===== config.mk =====
export PLATFORM = sky130hd
export DESIGN_NAME = ssp_ctx_engine_flat
export DESIGN_NICKNAME = d
export VERILOG_FILES = /design/src/rtl/ssp_ctx_engine_pkg.sv /design/src/rtl/ssp_ctx_engine_if.sv /design/src/rtl/ssp_ctx_engine_ctx_addr_gen.sv /design/src/rtl/ssp_ctx_engine.sv /design/src/flat_wrapper.sv
export SDC_FILE = /design/constraint.sdc
export NUM_CORES = 1
export LEC_CHECK = 0
export CAP_MARGIN = 20
export CORE_AREA = 4 4 193 195
export CTS_BUF_LIST = sky130_fd_sc_hd__clkbuf_4 sky130_fd_sc_hd__clkbuf_8
export DETAILED_ROUTE_END_ITERATION = 10
export DIE_AREA = 0 0 197 199
export PLACE_DENSITY = 0.74
export SYNTH_ARGS = -nofsm -noshare
export SYNTH_HDL_FRONTEND = slang
export SYNTH_SLANG_ARGS = --single-unit

===== constraint.sdc =====
create_clock -name clk -period 10.2 [get_ports clk]
set_input_delay 1.02 -clock clk [delete_from_list [all_inputs] [get_ports clk]]
set_output_delay 1.02 -clock clk [all_outputs]
set_load 0.02 [all_outputs]

===== src/rtl/ssp_ctx_engine_pkg.sv =====
// Shared types and constants for the exception-context push/pop engine.
// SSP_OVERFLOW_CHECK_EN adds the FAULT state and the frame-bounds check.
package ssp_ctx_engine_pkg;

   localparam int unsigned DATA_W          = 32;
   localparam int unsigned BEAT_W          = 2;
   localparam int unsigned WORD_BYTES      = 4;
   localparam int unsigned CTX_FRAME_BYTES = 12;
   localparam int unsigned LAST_BEAT       = 2;

   localparam logic ENABLE  = 1'b1;
   localparam logic DISABLE = 1'b0;

   typedef enum logic [2:0] {
      CTX_IDLE   = 3'd0,
      CTX_LOAD   = 3'd1,
      CTX_XFER   = 3'd2,
      CTX_COMMIT = 3'd3
`ifdef SSP_OVERFLOW_CHECK_EN
      ,
      CTX_FAULT  = 3'd4
`endif
   } ctx_state_e;

   typedef enum logic {
      OP_PUSH = 1'b0,
      OP_POP  = 1'b1
   } ctx_op_e;

   typedef struct packed {
      logic [DATA_W-1:0] epc;
      logic [DATA_W-1:0] status;
      logic [DATA_W-1:0] cause;
   } ctx_frame_t;

`ifdef SSP_OVERFLOW_CHECK_EN
   // A push must leave S-12 at or above the limit without borrowing; a pop must not wrap S+12.
   function automatic logic frame_fault(input ctx_op_e op, input logic [DATA_W-1:0] s,
                                        input logic [DATA_W-1:0] limit);
      logic [DATA_W-1:0] low;
      low = s - DATA_W'(CTX_FRAME_BYTES);
      if (op == OP_PUSH) return (s < DATA_W'(CTX_FRAME_BYTES)) || (low < limit);
      return s > 32'hFFFF_FFF3;
   endfunction
`endif

endpackage


===== src/rtl/ssp_ctx_engine_if.sv =====
// SSP-unit and memory handshake bundle between the context engine and its neighbours.
import ssp_ctx_engine_pkg::*;

interface ssp_ctx_engine_if;
   logic              ssp_re;
   logic [DATA_W-1:0] ssp_rdata;
   logic              ssp_we;
   logic [DATA_W-1:0] ssp_wdata;
   logic              mem_req;
   logic              mem_we;
   logic [DATA_W-1:0] mem_addr;
   logic [DATA_W-1:0] mem_wdata;
   logic [DATA_W-1:0] mem_rdata;
   logic              mem_ack;

   modport master (
      output ssp_re, ssp_we, ssp_wdata, mem_req, mem_we, mem_addr, mem_wdata,
      input  ssp_rdata, mem_rdata, mem_ack
   );

   modport slave (
      input  ssp_re, ssp_we, ssp_wdata, mem_req, mem_we, mem_addr, mem_wdata,
      output ssp_rdata, mem_rdata, mem_ack
   );
endinterface


===== src/rtl/ssp_ctx_engine_ctx_addr_gen.sv =====
// Frame address and next-SSP generator: push walks down from S-4, pop walks up from S.
import ssp_ctx_engine_pkg::*;

module ctx_addr_gen (
   input  logic [DATA_W-1:0] ssp,
   input  ctx_op_e           op,
   input  logic [BEAT_W-1:0] beat,
   output logic [DATA_W-1:0] addr_c,
   output logic [DATA_W-1:0] next_ssp_c
);
   logic [DATA_W-1:0] offset;

   always_comb begin
      offset = DATA_W'({beat, 2'b00});
      if (op == OP_PUSH) begin
         addr_c     = ssp - DATA_W'(WORD_BYTES) - offset;
         next_ssp_c = ssp - DATA_W'(CTX_FRAME_BYTES);
      end else begin
         addr_c     = ssp + offset;
         next_ssp_c = ssp + DATA_W'(CTX_FRAME_BYTES);
      end
   end
endmodule


===== src/rtl/ssp_ctx_engine.sv =====
// Exception-context push/pop engine: saves/restores EPC, STATUS, CAUSE on the SSP stack.
// SSP_OVERFLOW_CHECK_EN enables the SSP_LIMIT / wrap check and the stk_fault pulse.
import ssp_ctx_engine_pkg::*;

module ssp_ctx_engine #(
   parameter logic [31:0] SSP_LIMIT = 32'h0000_1000
) (
   input  logic              clk,
   input  logic              rst,
   input  logic              push_req,
   input  logic              pop_req,
   input  logic [DATA_W-1:0] epc_in,
   input  logic [DATA_W-1:0] status_in,
   input  logic [DATA_W-1:0] cause_in,
   output logic [DATA_W-1:0] epc_out,
   output logic [DATA_W-1:0] status_out,
   output logic [DATA_W-1:0] cause_out,
   output logic              busy,
   output logic              done,
   output logic              stk_fault,
   ssp_ctx_engine_if.master  bus
);
   ctx_state_e        state_q, state_d;
   ctx_op_e           op_q, op_d;
   logic [BEAT_W-1:0] beat_q, beat_d;
   logic [DATA_W-1:0] snap_q, snap_d;
   ctx_frame_t        frame_q, frame_d;

   logic              busy_q, busy_d, done_q, done_d;
   logic              ssp_re_q, ssp_re_d, ssp_we_q, ssp_we_d;
   logic              mem_req_q, mem_req_d, mem_we_q, mem_we_d;
   logic [DATA_W-1:0] ssp_wdata_q, ssp_wdata_d, mem_addr_q, mem_addr_d;
   logic [DATA_W-1:0] mem_wdata_q, mem_wdata_d;
   logic [DATA_W-1:0] epc_out_q, epc_out_d, status_out_q, status_out_d;
   logic [DATA_W-1:0] cause_out_q, cause_out_d;
   logic [DATA_W-1:0] addr_c, next_ssp_c;

   // Address generation looks at next-cycle state so the registered address lines up with mem_req.
   ctx_addr_gen u_addr_gen (
      .ssp        (snap_d),
      .op         (op_d),
      .beat       (beat_d),
      .addr_c     (addr_c),
      .next_ssp_c (next_ssp_c)
   );

   always_ff @(posedge clk or posedge rst) begin
      if (rst) begin
         state_q      <= CTX_IDLE;
         op_q         <= OP_PUSH;
         beat_q       <= '0;
         snap_q       <= '0;
         frame_q      <= '0;
         busy_q       <= 1'b0;
         done_q       <= 1'b0;
         ssp_re_q     <= 1'b0;
         ssp_we_q     <= 1'b0;
         ssp_wdata_q  <= '0;
         mem_req_q    <= 1'b0;
         mem_we_q     <= 1'b0;
         mem_addr_q   <= '0;
         mem_wdata_q  <= '0;
         epc_out_q    <= '0;
         status_out_q <= '0;
         cause_out_q  <= '0;
      end else begin
         state_q      <= state_d;
         op_q         <= op_d;
         beat_q       <= beat_d;
         snap_q       <= snap_d;
         frame_q      <= frame_d;
         busy_q       <= busy_d;
         done_q       <= done_d;
         ssp_re_q     <= ssp_re_d;
         ssp_we_q     <= ssp_we_d;
         ssp_wdata_q  <= ssp_wdata_d;
         mem_req_q    <= mem_req_d;
         mem_we_q     <= mem_we_d;
         mem_addr_q   <= mem_addr_d;
         mem_wdata_q  <= mem_wdata_d;
         epc_out_q    <= epc_out_d;
         status_out_q <= status_out_d;
         cause_out_q  <= cause_out_d;
      end
   end

   always_comb begin
      state_d = state_q;
      op_d    = op_q;
      beat_d  = beat_q;
      snap_d  = snap_q;
      frame_d = frame_q;
      case (state_q)
         CTX_IDLE: begin
            if (push_req) begin
               state_d = CTX_LOAD;
               op_d    = OP_PUSH;
               frame_d = '{epc: epc_in, status: status_in, cause: cause_in};
            end else if (pop_req) begin
               state_d = CTX_LOAD;
               op_d    = OP_POP;
            end
         end
         CTX_LOAD: begin
            snap_d  = bus.ssp_rdata;
            beat_d  = '0;
            state_d = CTX_XFER;
`ifdef SSP_OVERFLOW_CHECK_EN
            if (frame_fault(op_q, bus.ssp_rdata, SSP_LIMIT)) state_d = CTX_FAULT;
`endif
         end
         CTX_XFER: begin
            if (bus.mem_ack) begin
               if (beat_q == BEAT_W'(LAST_BEAT)) state_d = CTX_COMMIT;
               else                              beat_d  = beat_q + BEAT_W'(1);
            end
         end
         CTX_COMMIT: state_d = CTX_IDLE;
`ifdef SSP_OVERFLOW_CHECK_EN
         CTX_FAULT:  state_d = CTX_IDLE;
`endif
         default:    state_d = CTX_IDLE;
      endcase
   end

   always_comb begin
      busy_d       = (state_d != CTX_IDLE);
      done_d       = (state_d == CTX_COMMIT);
      ssp_re_d     = (state_d == CTX_LOAD);
      ssp_we_d     = (state_d == CTX_COMMIT);
      mem_req_d    = (state_d == CTX_XFER);
      mem_we_d     = (state_d == CTX_XFER) && (op_d == OP_PUSH);
      ssp_wdata_d  = ssp_wdata_q;
      mem_addr_d   = mem_addr_q;
      mem_wdata_d  = mem_wdata_q;
      epc_out_d    = epc_out_q;
      status_out_d = status_out_q;
      cause_out_d  = cause_out_q;
      if (state_d == CTX_XFER) begin
         mem_addr_d = addr_c;
         if (op_d == OP_PUSH) begin
            case (beat_d)
               2'd0:    mem_wdata_d = frame_d.epc;
               2'd1:    mem_wdata_d = frame_d.status;
               default: mem_wdata_d = frame_d.cause;
            endcase
         end
      end
      if (state_d == CTX_COMMIT) ssp_wdata_d = next_ssp_c;
      // Pop beats arrive CAUSE, STATUS, EPC in ascending address order.
      if (state_q == CTX_XFER && op_q == OP_POP && bus.mem_ack) begin
         case (beat_q)
            2'd0:    cause_out_d  = bus.mem_rdata;
            2'd1:    status_out_d = bus.mem_rdata;
            default: epc_out_d    = bus.mem_rdata;
         endcase
      end
   end

`ifdef SSP_OVERFLOW_CHECK_EN
   logic fault_q, fault_d;

   always_comb fault_d = (state_d == CTX_FAULT) ? ENABLE : DISABLE;

   always_ff @(posedge clk or posedge rst) begin
      if (rst) fault_q <= 1'b0;
      else     fault_q <= fault_d;
   end

   assign stk_fault = fault_q;
`else
   logic unused_limit_c;
   assign unused_limit_c = ^SSP_LIMIT;
   assign stk_fault      = DISABLE;
`endif

   assign busy          = busy_q;
   assign done          = done_q;
   assign epc_out       = epc_out_q;
   assign status_out    = status_out_q;
   assign cause_out     = cause_out_q;
   assign bus.ssp_re    = ssp_re_q;
   assign bus.ssp_we    = ssp_we_q;
   assign bus.ssp_wdata = ssp_wdata_q;
   assign bus.mem_req   = mem_req_q;
   assign bus.mem_we    = mem_we_q;
   assign bus.mem_addr  = mem_addr_q;
   assign bus.mem_wdata = mem_wdata_q;
endmodule


===== src/flat_wrapper.sv =====
// flat-port wrapper written by rule: the top's interface ports become plain ports
module ssp_ctx_engine_flat 
#(
   parameter logic [31:0] SSP_LIMIT = 32'h0000_1000
)
  (clk, rst, push_req, pop_req, epc_in, status_in, cause_in, epc_out, status_out, cause_out, busy, done, stk_fault, bus_ssp_re, bus_ssp_we, bus_ssp_wdata, bus_mem_req, bus_mem_we, bus_mem_addr, bus_mem_wdata, bus_ssp_rdata, bus_mem_rdata, bus_mem_ack);
  ssp_ctx_engine_if bus_i ();
  input  logic clk;
  input  logic rst;
  input  logic push_req;
  input  logic pop_req;
  input  logic [DATA_W-1:0] epc_in;
  input  logic [DATA_W-1:0] status_in;
  input  logic [DATA_W-1:0] cause_in;
  output logic [DATA_W-1:0] epc_out;
  output logic [DATA_W-1:0] status_out;
  output logic [DATA_W-1:0] cause_out;
  output logic busy;
  output logic done;
  output logic stk_fault;
  output wire logic [$bits(bus_i.ssp_re)-1:0] bus_ssp_re;
  output wire logic [$bits(bus_i.ssp_we)-1:0] bus_ssp_we;
  output wire logic [$bits(bus_i.ssp_wdata)-1:0] bus_ssp_wdata;
  output wire logic [$bits(bus_i.mem_req)-1:0] bus_mem_req;
  output wire logic [$bits(bus_i.mem_we)-1:0] bus_mem_we;
  output wire logic [$bits(bus_i.mem_addr)-1:0] bus_mem_addr;
  output wire logic [$bits(bus_i.mem_wdata)-1:0] bus_mem_wdata;
  input wire logic [$bits(bus_i.ssp_rdata)-1:0] bus_ssp_rdata;
  input wire logic [$bits(bus_i.mem_rdata)-1:0] bus_mem_rdata;
  input wire logic [$bits(bus_i.mem_ack)-1:0] bus_mem_ack;
  assign bus_ssp_re = bus_i.ssp_re;
  assign bus_ssp_we = bus_i.ssp_we;
  assign bus_ssp_wdata = bus_i.ssp_wdata;
  assign bus_mem_req = bus_i.mem_req;
  assign bus_mem_we = bus_i.mem_we;
  assign bus_mem_addr = bus_i.mem_addr;
  assign bus_mem_wdata = bus_i.mem_wdata;
  assign bus_i.ssp_rdata = bus_ssp_rdata;
  assign bus_i.mem_rdata = bus_mem_rdata;
  assign bus_i.mem_ack = bus_mem_ack;
  ssp_ctx_engine #(.SSP_LIMIT(SSP_LIMIT)) u_core (.clk(clk), .rst(rst), .push_req(push_req), .pop_req(pop_req), .epc_in(epc_in), .status_in(status_in), .cause_in(cause_in), .epc_out(epc_out), .status_out(status_out), .cause_out(cause_out), .busy(busy), .done(done), .stk_fault(stk_fault), .bus(bus_i));
endmodule

# Word-level counts from Yosys, hierarchy flattened
# Index checks and enable logic that the tools add are counted.
[word_totals]
out_inout_bits = 199
register_bits = 331
word_cells = 63
input_bits = 165
[classes]
n_reduce_logical = 12
n_bitwise = 2
mux = 17
n_eq_ne = 8
n_addsub = 6
[op_table]
columns = ["op", "count"]
rows = [
  ["96-bit two-way mux", 2],
  ["32-bit two-way mux", 3],
  ["32-bit case mux with 2 select lines", 1],
  ["32-bit by 4-bit adder with 32-bit output", 1],
  ["32-bit by 4-bit adder with 32-bit output, second input constant", 1],
  ["32-bit by 3-bit subtractor with 32-bit output, second input constant", 1],
  ["32-bit by 4-bit subtractor with 32-bit output", 1],
  ["32-bit by 4-bit subtractor with 32-bit output, second input constant", 1],
  ["3-bit two-way mux", 4],
  ["3-bit by 2-bit == test with 1-bit output, second input constant", 3],
  ["3-bit case mux with 3 select lines", 1],
  ["2-bit AND reduction", 4],
  ["3-bit by 1-bit == test with 1-bit output, second input constant", 2],
  ["2-bit by 1-bit == test with 1-bit output, second input constant", 2],
  ["2-bit logical NOT", 2],
  ["2-bit two-way mux", 2],
  ["2-bit case mux with 2 select lines", 1],
  ["1-bit logical AND", 3],
  ["3-bit logical NOT", 1],
  ["1-bit two-way mux", 3],
  ["3-bit nonzero test", 1],
  ["2-bit by 1-bit adder with 2-bit output, second input constant", 1],
  ["2-bit == test, second input constant", 1],
  ["1-bit NOT", 2],
  ["2-bit OR reduction", 1],
]

# Logic depth before layout (Yosys ltp)
[depth]
ltp_word = 6
depth_mapped = 19
mapped_depth_nobuf = 15

# By module
# Synthesis repeated with hierarchy kept, for this count alone.
[unflattened]
cells_unflattened = 1356
area_unflattened_um2 = 15728.8
[modules_own_cells]
columns = ["mod", "cells_each", "area_per_inst_um2", "seq_area_each_um2", "instances"]
rows = [
  ["ssp_ctx_engine", 942, 12986.2, 8282.9, 1],
  ["ctx_addr_gen", 414, 2742.6, 0.0, 1],
]

# Least setup slack after synthesis
# OpenSTA, ideal clock, no wires.
[synth_path]
path_type = "input port to flip-flop"
start = "input bus_mem_ack"
end = "register u_core.mem_addr_q[17], in the netlist u_core.bus.mem_addr[17]"
setup_time_ns = 0.125
required_ns = 10.075
setup_slack_ns = 5.873
n_path_buf = 2
cell_stages = 16
arrival_ns = 4.203
path_cell_list = "a21oi_1 or2_2 a22oi_1 clkbuf_1 clkbuf_1 inv_1 ha_1 ha_1 a21o_1 a21oi_1 and3_1 nand3_1 nor3_1 a21oi_1 xnor2_1 mux2_2"
[synth_between]
elab_chain_cells = 4
elab_cells_between_ends = 8
classes_between = "add/sub (2); eq/ne (1); mux (5)"
[synth_rtl]
columns = ["item", "line", "rtl"]
rows = [
  ["start, declared", "flat_wrapper.sv:30", "input wire logic [$bits(bus_i.mem_ack)-1:0] bus_mem_ack;"],
  ["2-bit two-way mux *", "ssp_ctx_engine.sv:113", "if (bus.mem_ack) begin"],
  ["2-bit case mux with 2 select lines *", "ssp_ctx_engine.sv:93", "case (state_q)"],
  ["named net u_core.beat_d[1]", "ssp_ctx_engine.sv:25", "logic [BEAT_W-1:0] beat_q, beat_d;"],
  ["32-bit by 4-bit subtractor with 32-bit output / 32-bit by 4-bit adder with 32-bit output (equally long branches)", "ssp_ctx_engine_ctx_addr_gen.sv:16, ssp_ctx_engine_ctx_addr_gen.sv:19", ""],
  ["32-bit two-way mux *", "ssp_ctx_engine_ctx_addr_gen.sv:15", "if (op == OP_PUSH) begin"],
  ["end signal, assigned", "ssp_ctx_engine.sv:79", "mem_addr_q <= mem_addr_d;"],
  ["end, declared", "ssp_ctx_engine.sv:32", "logic [DATA_W-1:0] ssp_wdata_q, ssp_wdata_d, mem_addr_q, mem_addr_d;"],
]
# The timed path passes the listed nets; every way through them passes the cells marked *.
# A chain may end at the register's enable or synchronous reset.

# Worst setup path after layout
[layout_path]
start = "input bus_mem_ack"
end = "register u_core.mem_addr_q[24], in the netlist u_core.bus.mem_addr[24]"
[layout_between]
elab_chain_cells = 4
elab_cells_between_ends = 8
classes_between = "add/sub (2); eq/ne (1); mux (5)"
[layout_rtl]
columns = ["item", "line"]
rows = [
  ["2-bit two-way mux", "ssp_ctx_engine.sv:113"],
  ["2-bit case mux with 2 select lines", "ssp_ctx_engine.sv:93"],
  ["32-bit by 4-bit subtractor with 32-bit output / 32-bit by 4-bit adder with 32-bit output (equally long branches)", "ssp_ctx_engine_ctx_addr_gen.sv:16, ssp_ctx_engine_ctx_addr_gen.sv:19"],
  ["32-bit two-way mux", "ssp_ctx_engine_ctx_addr_gen.sv:15"],
]
# Several ways; a longest one is shown, not always the timed one.

==> results.md <==
* Status: finished, final reports clean
* CP Depth at 14
* Setup crit end: u_core.bus.mem_addr[24]
* Cells along the critical path: clkdlybuf4s50_1 -> nor3b_1 -> a22o_1 -> a22o_2 -> buf_4 -> ha_1 -> inv_1 -> fa_1 -> nor3_1 -> o2111ai_1 -> nor4_2 -> a31oi_1 -> xnor2_1 -> mux2_2
* RSZ-0062 raised after global routing: false
* Mapped Avg Cell Area at approximately 11 µm²
* Die Wd at 197 µm
* CP arrival at 5.36 ns
* # IOs at 364
* Fin crit share at 47.6%
* CTS Root Cell: clkbuf_8
* Residual DRC at 0
* Crit path time final at approximately 4.9 ns
* Mapped Cells at 1405
* YS warnings at 0
* Worst path bufs/invs at 3
* Clock share of power at 22.3%
* Slew Limit Fails at 0
* CTS Buf Count at 55
* Hold Path Class: reg -> reg
* Pre-CTS WS at around 4.7 ns
* Post-synth EDFFs at 0
* Mapped Area at ~16000 µm²
* Worst Hold Slack at between 0.4 and 0.5 ns
* FF-to-FF Start: u_core.state_q[0]
* Placement Cell Area at 19900 µm²
* Worst-path maximum fanout at 35
* All-Layer GR Usage at between 20% and 30%
* Path depth of the worst reg2reg path at 13
* CTS Sinks at around 330
* GP Congestion at between 0.9 and 1
* Setup crit start kind: input port
* CTS tree: done
* Synth cell types at 70
* Maximum clock frequency at 206 MHz
* Num rows at between 60 and 70
* Routed len/inst at between 15 and 20 µm
* Worst EP required at approximately 11 ns
* Final hold vios at 0
* Cell Pwr Density at roughly 290 nW/µm²
* Net switching power at between 0.002 and 0.0025 W
* Via/cell ratio at about 5.3
* Routed Antenna Nets at 0
* Slew margin rel. at 38.5%
* CTS clk-pin slew, worst paths at ~0.060 ns
* Largest net degree at the start of global routing at 122
* Tightest Pin Transition at 0.922 ns
* Post-CTS Setup Bufs at 0
* Wirelength, routed at around 45000 µm
* Reg-to-reg setup timing slack at 5.56 ns
* Setup crit end kind: flip-flop
* WS Path Type: in -> reg
* Max Cap Violations at 0
* Largest area contributor in the netlist: dfrtp_1
* Largest stage delay, worst path at around 0.54 ns
* DR pass1 iterations at 7
* Clock skew at between 0.02 and 0.025 ns
* Internal at between 0.003 and 0.004 W
* Worst-Skew Late Latency at just over 0.6 ns
* Proportion of layout cells with a drive suffix above 1 at ~18%
* Sequential Power Share at between 30% and 40%
* Final HPWL from detailed placement at ~33000 µm
* Max VDD drop at 0.000164 V
* Largest cells by area after synthesis: dfrtp_1, mux2_2, nand2_1, mux2i_1, ha_1
* Final Cell Area at 21200 µm²
* First-pass GRT wire length at ~70000 µm
* Family with the most delay on the worst path: simple AND/OR/NAND/NOR gates
* Iter 0 DRT Violations at 630
* Setup TNS at 0 ns
* P_leak at around 9.3 nW
* Worst flop-to-flop path endpoint: u_core.bus.ssp_wdata[29]
* Vertical die dimension at roughly 200 µm
* Sw Share at 37.1%
* Core Util, Final at 59.9%
* Critical Path Start: bus_mem_ack
* Syn-to-layout area delta at 34.1%
* Fin nets at 1975
* Initial antenna violation count at 2
* Final setup violation count at 0
* CP max stage cell: buf_4
* H-tree depth at 2
* Post-cts resize count at 0
* Number of global-route vias before repair at ~12000
* Worst Slack Setup Final at 5.34 ns
* Dominant synthesized flop cell: dfrtp_1
* Initial Util at between 40% and 50%
* Async set or reset register ratio after synthesis at 100%
* Share of the synthesized area in the top cell type at between 50% and 60%
* Register area share after synthesis at ~52%
* GR Overflow Total at 0
* # hold bufs at CTS at 0
* Buffers added on ports at about 360
* Total die area at roughly 39000 µm²
* Routed vias at 12200
* Combinational share of power at roughly 45%
* Seq cells post-synth at about 330
* Core area at between 30000 and 40000 µm²
* Max clock buf depth at 3
## layer usage
metal	routed length (µm)	track usage (%)	share of wire, %
met5	0	0	0
met4	1290	7.37	2.9
met3	2500	3.88	5.6
met2	22000	37.3	49
met1	18900	29.5	42
## cell families after synthesis
kind of cell / count (synthesis) / share of synthesized area (%)
muxes: 254 / 17.7
buffers and inverters: 112 / 2.89
AOI/OAI and AO/OA: 235 / 9.26
other: 1 / 0.0237
adders and majority gates: 40 / 3.26
xor gates and xnor gates: 56 / 3.10
and+or+nand+nor: 376 / 11.4
DFF: 331 / 52.4
## layout by cell type, fill, tap and decap left out, types with 4 or more instances in the layout
cell | netlist | final
dfrtp_1 | 331 | 331
o21ai_0 | 87 | 87
nand4_1 | 12 | 12
nand2_1 | 161 | 160
nor2_1 | 65 | 65
and2_1 | 36 | 36
o21ai_1 | 5 | 4
clkinv_2 | 1 | 4
ha_1 | 38 | 38
clkdlybuf4s50_1 | 0 | 362
nor4_1 | 9 | 9
a31oi_1 | 11 | 11
and3_1 | 9 | 9
nand2b_1 | 6 | 6
nor3_1 | 23 | 23
o31ai_1 | 34 | 34
nand3_1 | 21 | 20
xor2_1 | 14 | 14
mux2i_1 | 54 | 54
clkbuf_8 | 0 | 75
o211ai_1 | 9 | 9
nor4b_1 | 4 | 4
bufinv_16 | 0 | 4
mux2_2 | 200 | 200
buf_4 | 4 | 15
clkbuf_4 | 0 | 15
nor2b_1 | 5 | 5
xnor2_1 | 42 | 42
a21oi_1 | 39 | 39
a211oi_1 | 4 | 4
a21o_1 | 15 | 15
inv_1 | 40 | 39
## power by group through the flow
stage	combinational (W)	clock, W	sequential (W)
after global placement	0.00270	0	0.00198
after floorplan	0.00137	0	0.00228
final	0.00274	0.00135	0.00197
after global routing	0.00297	0.00145	0.00202
after CTS	0.00275	0.00139	0.00197
after detailed placement	0.00273	0	0.00199
## worst min path at each step
stage                             startpoint                  endpoint  depth (start not counted)
global route        u_core.bus.ssp_wdata[26]  u_core.bus.ssp_wdata[26]                          2
CTS                  u_core.bus.mem_wdata[9]   u_core.bus.mem_wdata[9]                          2
global placement     u_core.bus.mem_wdata[5]   u_core.bus.mem_wdata[5]                          2
finish               u_core.bus.mem_wdata[9]   u_core.bus.mem_wdata[9]                          2
floorplan                   u_core.snap_q[0]          u_core.snap_q[0]                          2
detailed placement   u_core.bus.mem_wdata[9]   u_core.bus.mem_wdata[9]                          2
## state kept, by name, summed over array words and instances (netlist names), 2 cells and up
signal	count
u_core.frame_q	96
u_core.beat_q	2
u_core.bus.mem_wdata	32
u_core.epc_out	32
u_core.state_q	3
u_core.cause_out	32
u_core.snap_q	32
u_core.bus.mem_addr	32
u_core.bus.ssp_wdata	32
u_core.status_out	32
## per-stage QoR
| step | std cells | power [W] |
|---|---|---|
| 2_1_floorplan | 1406 | 0.00365 |
| 3_3_place_gp | 2173 | 0.00467 |
| 3_5_place_dp | 2173 | 0.00473 |
| 4_1_cts | 2273 | 0.00611 |
| 5_1_grt | 2276 | 0.00644 |
| 6_report | 2276 | 0.00606 |
## cell type report
type                            count  area (µm²)
Multi-Input combinational cell    963        7100
Clock inverter                     10         165
Sequential cell                   331        8280
Inverter                           41         163
Antenna cell                        2        5.00
Tap cell                          461         577
Clock buffer                       90        1140
Fill cell                        2962       14200
Timing Repair Buffer              378        3760
## cells in the mapped netlist (36+ instances only)
cell type	count
dfrtp_1	331
mux2_2	200
nand2_1	161
o21ai_0	87
nor2_1	65
mux2i_1	54
clkbuf_1	45
xnor2_1	42
inv_1	40
a21oi_1	39
ha_1	38
and2_1	36
## worst reg2reg max path: stages, from the launching register on
cell and delay (ns):
dfrtp_1 0.60, nor3b_4 0.25, buf_4 0.48, mux2i_1 0.51, clkinv_2 0.28, ha_1 0.45, o21ai_0 0.17, a2111oi_0 0.44
nand3_1 0.21, a21oi_1 0.23, o221ai_1 0.28, o41ai_1 0.39, xnor2_1 0.16, o21ai_0 0.08
(Power assumes the default switching activity.)
